File: src/rtl/seven_seg_scan_ctrl_pkg.sv
// seven_seg_pkg: shared types, widths and helpers for the 7-segment scan controller.
package seven_seg_pkg;

    localparam int NIBBLE_W = 4;

    typedef enum logic {S_BLANK, S_DRIVE} scan_state_e;

    function automatic int idx_w(input int n);
        return (n > 1) ? $clog2(n) : 1;
    endfunction

endpackage

File: src/rtl/seven_seg_scan_ctrl_if.sv
// seven_seg_scan_ctrl_if: application-side load/enable inputs and decoder/digit-select outputs.
interface seven_seg_scan_ctrl_if #(parameter int NUM_DIGITS = 4);

    import seven_seg_pkg::*;

    logic                           i_EN;
    logic                           i_Load;
    logic [NIBBLE_W*NUM_DIGITS-1:0] i_Digits;
    logic                           o_Load_Ack;
    logic [NIBBLE_W-1:0]            o_Binary_Num;
    logic                           o_EN;
    logic [NUM_DIGITS-1:0]          o_Digit_Sel;
    logic                           o_Frame_Start;

    modport master (
        output i_EN, i_Load, i_Digits,
        input  o_Load_Ack, o_Binary_Num, o_EN, o_Digit_Sel, o_Frame_Start
    );

    modport slave (
        input  i_EN, i_Load, i_Digits,
        output o_Load_Ack, o_Binary_Num, o_EN, o_Digit_Sel, o_Frame_Start
    );

endinterface

File: src/rtl/seven_seg_scan_ctrl_timer.sv
// seg_scan_timer: loadable down-counter that holds at zero and flags terminal count.
module seg_scan_timer #(
    parameter int             W       = 1,
    parameter logic [W-1:0]   RST_VAL = '0
) (
    input  logic         i_Clk,
    input  logic         i_Rst,
    input  logic         i_Load,
    input  logic [W-1:0] i_Value,
    output logic [W-1:0] o_Cnt,
    output logic         o_Tc
);

    logic [W-1:0] cnt_q, cnt_d;

    assign o_Cnt = cnt_q;
    assign o_Tc  = cnt_q == '0;

    always_comb begin
        cnt_d = i_Load ? i_Value : (o_Tc ? cnt_q : cnt_q - 1'b1);
    end

    always_ff @(posedge i_Clk) begin
        if (i_Rst) cnt_q <= RST_VAL;
        else       cnt_q <= cnt_d;
    end

endmodule

File: src/rtl/seven_seg_scan_ctrl.sv
// seven_seg_scan_ctrl: blanked multi-digit scan with frame-aligned shadow loading.
// Optional leading-zero suppression when SEVEN_SEG_LZ_BLANK_EN is defined.
module seven_seg_scan_ctrl
    import seven_seg_pkg::*;
#(
    parameter int NUM_DIGITS   = 4,
    parameter int DWELL_CYCLES = 25000,
    parameter int BLANK_CYCLES = 250
) (
    input  logic                  i_Clk,
    input  logic                  i_Rst,
    seven_seg_scan_ctrl_if.slave  bus
);

    localparam int IW = idx_w(NUM_DIGITS);
    localparam int CW = idx_w(DWELL_CYCLES > BLANK_CYCLES ? DWELL_CYCLES : BLANK_CYCLES);
    localparam int DW = NIBBLE_W * NUM_DIGITS;
    localparam logic [CW-1:0] DW_M1 = CW'(DWELL_CYCLES - 1);
    localparam logic [CW-1:0] BL_M1 = CW'(BLANK_CYCLES - 1);

    scan_state_e           state_q, state_d;
    logic [IW-1:0]         idx_q, idx_d;
    logic [DW-1:0]         active_q, active_d, pend_q, pend_d;
    logic                  pend_v_q, pend_v_d, run_q, run_d, ack_q, ack_d;
    logic                  last, boundary, tmr_load, tc;
    logic [CW-1:0]         tmr_val, cnt;
    logic [NUM_DIGITS-1:0] keep;

    seg_scan_timer #(.W(CW), .RST_VAL(BL_M1)) u_timer (
        .i_Clk  (i_Clk),
        .i_Rst  (i_Rst),
        .i_Load (tmr_load),
        .i_Value(tmr_val),
        .o_Cnt  (cnt),
        .o_Tc   (tc)
    );

    // While disabled every cycle is a frame boundary, so loads still land promptly.
    always_comb begin
        last     = idx_q == IW'(NUM_DIGITS - 1);
        boundary = !bus.i_EN || (state_q == S_DRIVE && tc && last);
        state_d  = state_q;
        if (!bus.i_EN) state_d = S_BLANK;
        else if (tc)   state_d = (state_q == S_BLANK) ? S_DRIVE : S_BLANK;
        idx_d    = !bus.i_EN ? '0 : (tc && state_q == S_DRIVE) ? (last ? '0 : idx_q + 1'b1) : idx_q;
        tmr_load = !bus.i_EN || tc;
        tmr_val  = (bus.i_EN && state_q == S_BLANK) ? DW_M1 : BL_M1;
        active_d = (boundary && pend_v_q) ? pend_q : active_q;
        ack_d    = boundary && pend_v_q;
        pend_d   = bus.i_Load ? bus.i_Digits : pend_q;
        pend_v_d = bus.i_Load || (pend_v_q && !boundary);
        run_d    = bus.i_EN;
    end

    always_ff @(posedge i_Clk) begin
        if (i_Rst) begin
            state_q  <= S_BLANK;
            idx_q    <= '0;
            active_q <= '0;
            pend_q   <= '0;
            pend_v_q <= 1'b0;
            run_q    <= 1'b0;
            ack_q    <= 1'b0;
        end else begin
            state_q  <= state_d;
            idx_q    <= idx_d;
            active_q <= active_d;
            pend_q   <= pend_d;
            pend_v_q <= pend_v_d;
            run_q    <= run_d;
            ack_q    <= ack_d;
        end
    end

`ifdef SEVEN_SEG_LZ_BLANK_EN
    always_comb begin
        for (int k = 0; k < NUM_DIGITS; k++) keep[k] = (k == 0) || (|(active_q >> (NIBBLE_W * k)));
    end
`else
    assign keep = '1;
`endif

    assign bus.o_EN          = run_q;
    assign bus.o_Binary_Num  = run_q ? active_q[idx_q*NIBBLE_W +: NIBBLE_W] : '0;
    assign bus.o_Digit_Sel   = (run_q && state_q == S_DRIVE) ? ((NUM_DIGITS'(1) << idx_q) & keep) : '0;
    assign bus.o_Frame_Start = run_q && state_q == S_DRIVE && idx_q == '0 && cnt == DW_M1;
    assign bus.o_Load_Ack    = ack_q;

endmodule

File: src/flat_wrapper.sv
// flat-port wrapper written by rule: the top's interface ports become plain ports
module seven_seg_scan_ctrl_flat import seven_seg_pkg::*;
#(
    parameter int NUM_DIGITS   = 4,
    parameter int DWELL_CYCLES = 25000,
    parameter int BLANK_CYCLES = 250
)
  (i_Clk, i_Rst, bus_i_EN, bus_i_Load, bus_i_Digits, bus_o_Load_Ack, bus_o_Binary_Num, bus_o_EN, bus_o_Digit_Sel, bus_o_Frame_Start);
  seven_seg_scan_ctrl_if #(.NUM_DIGITS(NUM_DIGITS)) bus_i ();
  input  logic i_Clk;
  input  logic i_Rst;
  input wire logic [$bits(bus_i.i_EN)-1:0] bus_i_EN;
  input wire logic [$bits(bus_i.i_Load)-1:0] bus_i_Load;
  input wire logic [$bits(bus_i.i_Digits)-1:0] bus_i_Digits;
  output wire logic [$bits(bus_i.o_Load_Ack)-1:0] bus_o_Load_Ack;
  output wire logic [$bits(bus_i.o_Binary_Num)-1:0] bus_o_Binary_Num;
  output wire logic [$bits(bus_i.o_EN)-1:0] bus_o_EN;
  output wire logic [$bits(bus_i.o_Digit_Sel)-1:0] bus_o_Digit_Sel;
  output wire logic [$bits(bus_i.o_Frame_Start)-1:0] bus_o_Frame_Start;
  assign bus_i.i_EN = bus_i_EN;
  assign bus_i.i_Load = bus_i_Load;
  assign bus_i.i_Digits = bus_i_Digits;
  assign bus_o_Load_Ack = bus_i.o_Load_Ack;
  assign bus_o_Binary_Num = bus_i.o_Binary_Num;
  assign bus_o_EN = bus_i.o_EN;
  assign bus_o_Digit_Sel = bus_i.o_Digit_Sel;
  assign bus_o_Frame_Start = bus_i.o_Frame_Start;
  seven_seg_scan_ctrl #(.NUM_DIGITS(NUM_DIGITS), .DWELL_CYCLES(DWELL_CYCLES), .BLANK_CYCLES(BLANK_CYCLES)) u_core (.i_Clk(i_Clk), .i_Rst(i_Rst), .bus(bus_i));
endmodule
File: config.mk
export PLATFORM = sky130hd
export DESIGN_NAME = seven_seg_scan_ctrl_flat
export DESIGN_NICKNAME = d
export VERILOG_FILES = /design/src/rtl/seven_seg_scan_ctrl_pkg.sv /design/src/rtl/seven_seg_scan_ctrl_if.sv /design/src/rtl/seven_seg_scan_ctrl_timer.sv /design/src/rtl/seven_seg_scan_ctrl.sv /design/src/flat_wrapper.sv
export SDC_FILE = /design/constraint.sdc
export NUM_CORES = 1
export LEC_CHECK = 0
export ABC_AREA = 1
export CAP_MARGIN = 10
export CELL_PAD_IN_SITES_DETAIL_PLACEMENT = 2
export CELL_PAD_IN_SITES_GLOBAL_PLACEMENT = 2
export CORE_MARGIN = 2
export CORE_UTILIZATION = 31
export DETAILED_ROUTE_END_ITERATION = 8
export GPL_TIMING_DRIVEN = 1
export HOLD_SLACK_MARGIN = 0.1
export PLACE_DENSITY = 0.78
export SYNTH_ARGS = -nofsm -noshare
export SYNTH_HDL_FRONTEND = slang
export SYNTH_SLANG_ARGS = --single-unit
File: constraint.sdc
create_clock -name i_Clk -period 1.8 [get_ports i_Clk]
set_input_delay 0.36 -clock i_Clk [delete_from_list [all_inputs] [get_ports i_Clk]]
set_output_delay 0.36 -clock i_Clk [all_outputs]
set_load 0.005 [all_outputs]
Word level (Yosys, flattened, before mapping)

Cells that the tools add are included.

Eq/ne operators: 3
Reduce and logical (&&, ||, !) cells: 16
Mux-type cells: 7
Shifts and indexed selects: 2
Bitwise operators: 2
Add/subtract/negate cells: 2

Operator list:

| kind                    | count |
|---|---|
| $mux W15                | 3 |
| $shiftx A16 B5 Y4       | 1 |
| $eq A15 B15 Y1 const B  | 1 |
| $logic_not A15 Y1       | 1 |
| $sub A15 B1 Y15 const B | 1 |
| $logic_and A1 B1 Y1     | 8 |
| $mux W4                 | 2 |
| $shl A1 B2 Y4 const A   | 1 |
| $logic_or A1 B1 Y1      | 3 |
| $add A2 B1 Y2 const B   | 1 |
| $eq A2 B2 Y1 const B    | 1 |
| $logic_not A1 Y1        | 2 |
| $logic_not A2 Y1        | 1 |
| $mux W2                 | 1 |
| $ne A2 B2 Y1 const B    | 1 |
| $not A1 Y1              | 2 |
| $reduce_or A2 Y1        | 1 |
| $mux W1                 | 1 |

Logic and storage cells: 40
Register bits: 53

Logic depth before layout (Yosys ltp)

Gate-level depths: netlist of the first run.

Depth in word-level cells: 7
Mapped depth: 10
Gate-level depth less buffers: 10

Hierarchy

A second synthesis of the first run with hierarchy kept.

Cells, all modules: 387
Area total of the unflattened synthesis: 2717.6 um^2

By module, submodules not included:

| module              | instances | cells each | area each (um^2) | sequential area each (um^2) |
|---|---|---|---|---|
| seven_seg_scan_ctrl | 1         | 251        | 1806.7           | 760.7 |
| seg_scan_timer      | 1         | 136        | 910.9            | 300.3 |

Least setup slack after synthesis of the first run

OpenSTA, ideal clock, no wires.

Path kind: reg-to-output
From: register u_core.idx_q[0]
To: output bus_o_Frame_Start
Data required time: 1440 ps
Buffers on the path: 1
Path slack: 284 ps
Cell stages (with the launch flop): 6
Arrival: 1156 ps
Cells stage by stage: dfxtp_1 -> buf_2 -> clkinv_1 -> ha_1 -> nand3_1 -> nor4_1

Longest elaborated chain between the ends: 3

Ends and longest elaborated chain:

| element                           | RTL line                  | RTL |
|---|---|---|
| start, declared                   | seven_seg_scan_ctrl.sv:22 | `logic [IW-1:0] idx_q, idx_d;` |
| start signal, assigned            | seven_seg_scan_ctrl.sv:66 | `idx_q <= idx_d;` |
| $logic_not A2 Y1                  | seven_seg_scan_ctrl.sv:86 | `assign bus.o_Frame_Start = run_q && state_q == S_DRIVE && idx_q == '0 && cnt == DW_M1;` |
| $logic_and A1 B1 Y1 (2 in series) | seven_seg_scan_ctrl.sv:86 |  |
| end, declared                     | flat_wrapper.sv:19        | `output wire logic [$bits(bus_i.o_Frame_Start)-1:0] bus_o_Frame_Start;` |

No other way between the ends.

Worst setup path after layout of the first run

From: register u_core.idx_q[0]
To: output bus_o_Binary_Num[2]

Longest elaborated chain between the ends: 2

Ends and longest elaborated chain:

| element           | RTL line                  | RTL |
|---|---|---|
| $shiftx A16 B5 Y4 | seven_seg_scan_ctrl.sv:84 | `assign bus.o_Binary_Num = run_q ? active_q[idx_q*NIBBLE_W +: NIBBLE_W] : '0;` |
| $mux W4           | seven_seg_scan_ctrl.sv:84 |  |
| end, declared     | flat_wrapper.sv:16        | `output wire logic [$bits(bus_i.o_Binary_Num)-1:0] bus_o_Binary_Num;` |

No other way between the ends.

==> results.ini, run 1 <==
[critical_path]
cpPeakStageDelay_ns = 0.38
path_cells = buf_6, buf_6, nor2_1, nor2_1, o21ai_0, a21oi_1, buf_2
crit_arrival_ns = 1.42
crit_path_top_delay_cell = dfxtp_4
cp_max_fo = 5
crit_family = flip-flops
crit_buf_inv = 3
start_kind = flip-flop
endpoint_kind = output pin
reg2reg_from = u_core.idx_q[0]$_SDFFE_PP0P_
startpoint = u_core.idx_q[0]$_SDFFE_PP0P_
required_ns = 1.44
path_class = flip-flop to output pin

[synthesis]
netlist_area_um2 = 2490
post-synth-top-count-cell = nor2_1
synth-simple-area-share_pct = 25.2
synth_fp_nets = 376
synth_edf_count = 0
synth_warnings = 0
syn-instance-count = 349
synthAdderAreaFrac_pct = 3.52
yosysSeqAreaShare_pct = 42.6
ys_ff_latch = 53
synth-async-reset-ratio_pct = 0
synth_cell_types = 23
synthTopCellsByCount = nor2_1, dfxtp_1, nand2_1, inv_1, a21oi_1
synth-xor-area-share_pct = 2.81
synth_top_family_by_area = simple AND/OR/NAND/NOR gates
synth_top_cell_by_area = dfxtp_1
synth_compound_area_share_pct = 15.3
synth-main-ff-cell = dfxtp_1
ys_top_cells_by_area = dfxtp_1, nor2_1, a21oi_1, nand2_1, inv_1
synth_area_per_cell_um2 = 7.14
synth_top_area_share_pct = 42.6
synthMuxAreaShare_pct = 0

[sta]
rsz0062_at_grt = true
finalWorstPathRequiredPeriod_ns = 1.78
max_freq_ghz = 0.560
setup_viol = 0
drv_slew = 0
finalSetupTns_ns = 0
period_share_pct = 99.2
hold_viol_final = 0
skew_ns = 0.00833
max_slew_margin_pct = 75.3
tightest_slew_ns = 0.370

[grt]
grt.total_usage_pct = 19.5
grt_pass1_vias = 2685
antenna_found_initial = 0
globalRouteOverflowTotal = 0
grt_pass1_wl_um = 13200
grt_max_degree = 34

[layout]
nNetsFinal = 432
diodes = 0
utilization_pct = 43.3
multi_input_area_um2 = 1290
regArea_um2 = 1070
num-fill-cells = 907
drive_gt1_share_pct = 22.9
final_cells = 508
syn_to_final_growth_pct = 34.9

[die]
die_area_um2 = 8770
core_um2 = 7770
rows = 32
ios = 31
dieWidth_um = 93.6
start_util_pct = 32.1
die_h_um = 93.6

[routing]
ant_nets = 0
wl_per_cell_um = 16.1
totalWireLength_um = 8170
via_per_inst = 4.82
drc = 0
first_pass_iters = 4
met2_length_um = 4130
via_count = 2450
dr.max_layer_used = met4
met3WireLength_um = 152
met1_length_um = 3740
drt-initial-drc-count = 45

[place]
gp_congestion = 0.805
portBuffers = 30
placedCellCount = 493
hpwl_um = 5650

[clock_tree]
clk_latency_ns = 0.32
cts_buffer_depth = 2
cts_root_buf = clkbuf_8
cts.clk_slew.worst_paths_ns = 0.11
ctsHtreeMaxLevel = 2
cts_hold_buf = 0
cts.sinks = 53
cts_tree = done
cts_buffers = 5

[status]
status = complete, no violations

[power_and_ir_drop]
p_leak_uw = 0.00142
ir_drop_v = 0.000296
power_density_nw_per_um2 = 681

[worst_hold_path]
min_from = u_core.pend_q[12]$_SDFFE_PP0P_
hold_path.class = flip-flop to flip-flop

[run]
maxCapViolations = 0

==> where the power goes <==
group,total (µW),internal (µW),switching [µW]
registers,1260,1230,35.9
logic,312,145,167
clock network,714,282,432
==> logic make-up (layout without fill, tap and decap cells) <==
group	count (synthesis)	count (layout)
AOI/OAI and AO/OA	74	74
adders and majority gates	7	7
DFF	53	53
xor gates and xnor gates	8	8
and+or+nand+nor	146	146
buffers and inverters	61	118
==> sequential cells by signal (all words and copies together), names as in the netlist <==
register               cells
u_core.idx_q               2
u_core.active_q           16
u_core.pend_v_q            1
u_core.state_q             1
u_core.bus.o_Load_Ack      1
u_core.u_timer.o_Cnt      15
u_core.bus.o_EN            1
u_core.pend_q             16
==> metal layers <==
metal	up-vias	GRT usage, %
met1	1196	23.7
met5	-	0
met4	0	5.43
met3	7	2.90
met2	28	35.5
li1	1219	-
==> placed cells by master (no fill, tap or decap), types with 4 or more instances in the layout <==
master            n
xor2_1            5
nor2_2           11
inv_2             5
nor2_1           52
ha_1              4
clkbuf_8          5
clkbuf_2          4
buf_12            4
buf_4            22
buf_6             6
clkdlybuf4s50_1  21
o21ai_0          24
buf_2             4
nand3_1          24
nand2_1          42
a21oi_1          39
o21ai_1           5
nand2_2           6
dfxtp_1          49
inv_1            41
a21oi_2           4
==> final cells by class <==
| type | instances | share of cell area, % |
|---|---|---|
| multi-input combinational | 235 | 38.4 |
| sequential | 53 | 31.8 |
| timing repair buffer | 63 | 17.9 |
| inverter | 47 | 5.32 |
| tap | 102 | 3.80 |
| clock buffer | 5 | 2.05 |
| clock inverter | 3 | 0.745 |
==> worst reg2reg max path: stages (launching register included) <==
cell and delay, ns:
dfxtp_4 0.37, buf_6 0.13, buf_4 0.12, ha_2 0.18, buf_4 0.15, nand4_4 0.11, nand2_4 0.10, buf_12 0.15
buf_4 0.13, a21oi_2 0.10, nor2_1 0.05
==> per-stage QoR <==
step	hold slack (ns)	total power [µW]	area [µm²]	setup WS, ns
CTS	0.466	2310	3250	-0.103
finish	0.461	2290	3360	0.0151
global placement	0.442	1560	3080	-0.0183
global route	0.488	2410	3360	-0.126
floorplan	0.383	1440	2490	0.284
detailed placement	0.450	1580	3080	-0.142
==> what timing repair did <==
item / CTS / global route
buffers inserted: 4 / 2
pin swaps: 5 / 11
resized for setup: 43 / 37
endpoints found under the setup margin: 10 / 32
gates cloned: 0 / 1
==> path summary, 6_finish.rpt <==
| kind | cells past startpoint | end | slack, ns |
|---|---|---|---|
| max | 7 | bus_o_Binary_Num[2] | 0.02 |
| min | 2 | u_core.pend_q[12]$_SDFFE_PP0P_ | 0.46 |
| max reg2reg | 10 | u_core.active_q[3]$_SDFFE_PP0P_ | 0.11 |
| min reg2reg | 2 | u_core.pend_q[12]$_SDFFE_PP0P_ | 0.46 |
No activity file was read; power rests on OpenSTA's default activity.
==> run 2, diff against run 1 <==
--- a/config.mk
+++ b/config.mk
@@ -6,7 +6,6 @@
 export NUM_CORES = 1
 export LEC_CHECK = 0
 export ABC_AREA = 1
-export CAP_MARGIN = 10
 export CELL_PAD_IN_SITES_DETAIL_PLACEMENT = 2
 export CELL_PAD_IN_SITES_GLOBAL_PLACEMENT = 2
 export CORE_MARGIN = 2
==> results of run 2 <==
Same layout as run 1: the final DEF is identical, and so are final timing and power.
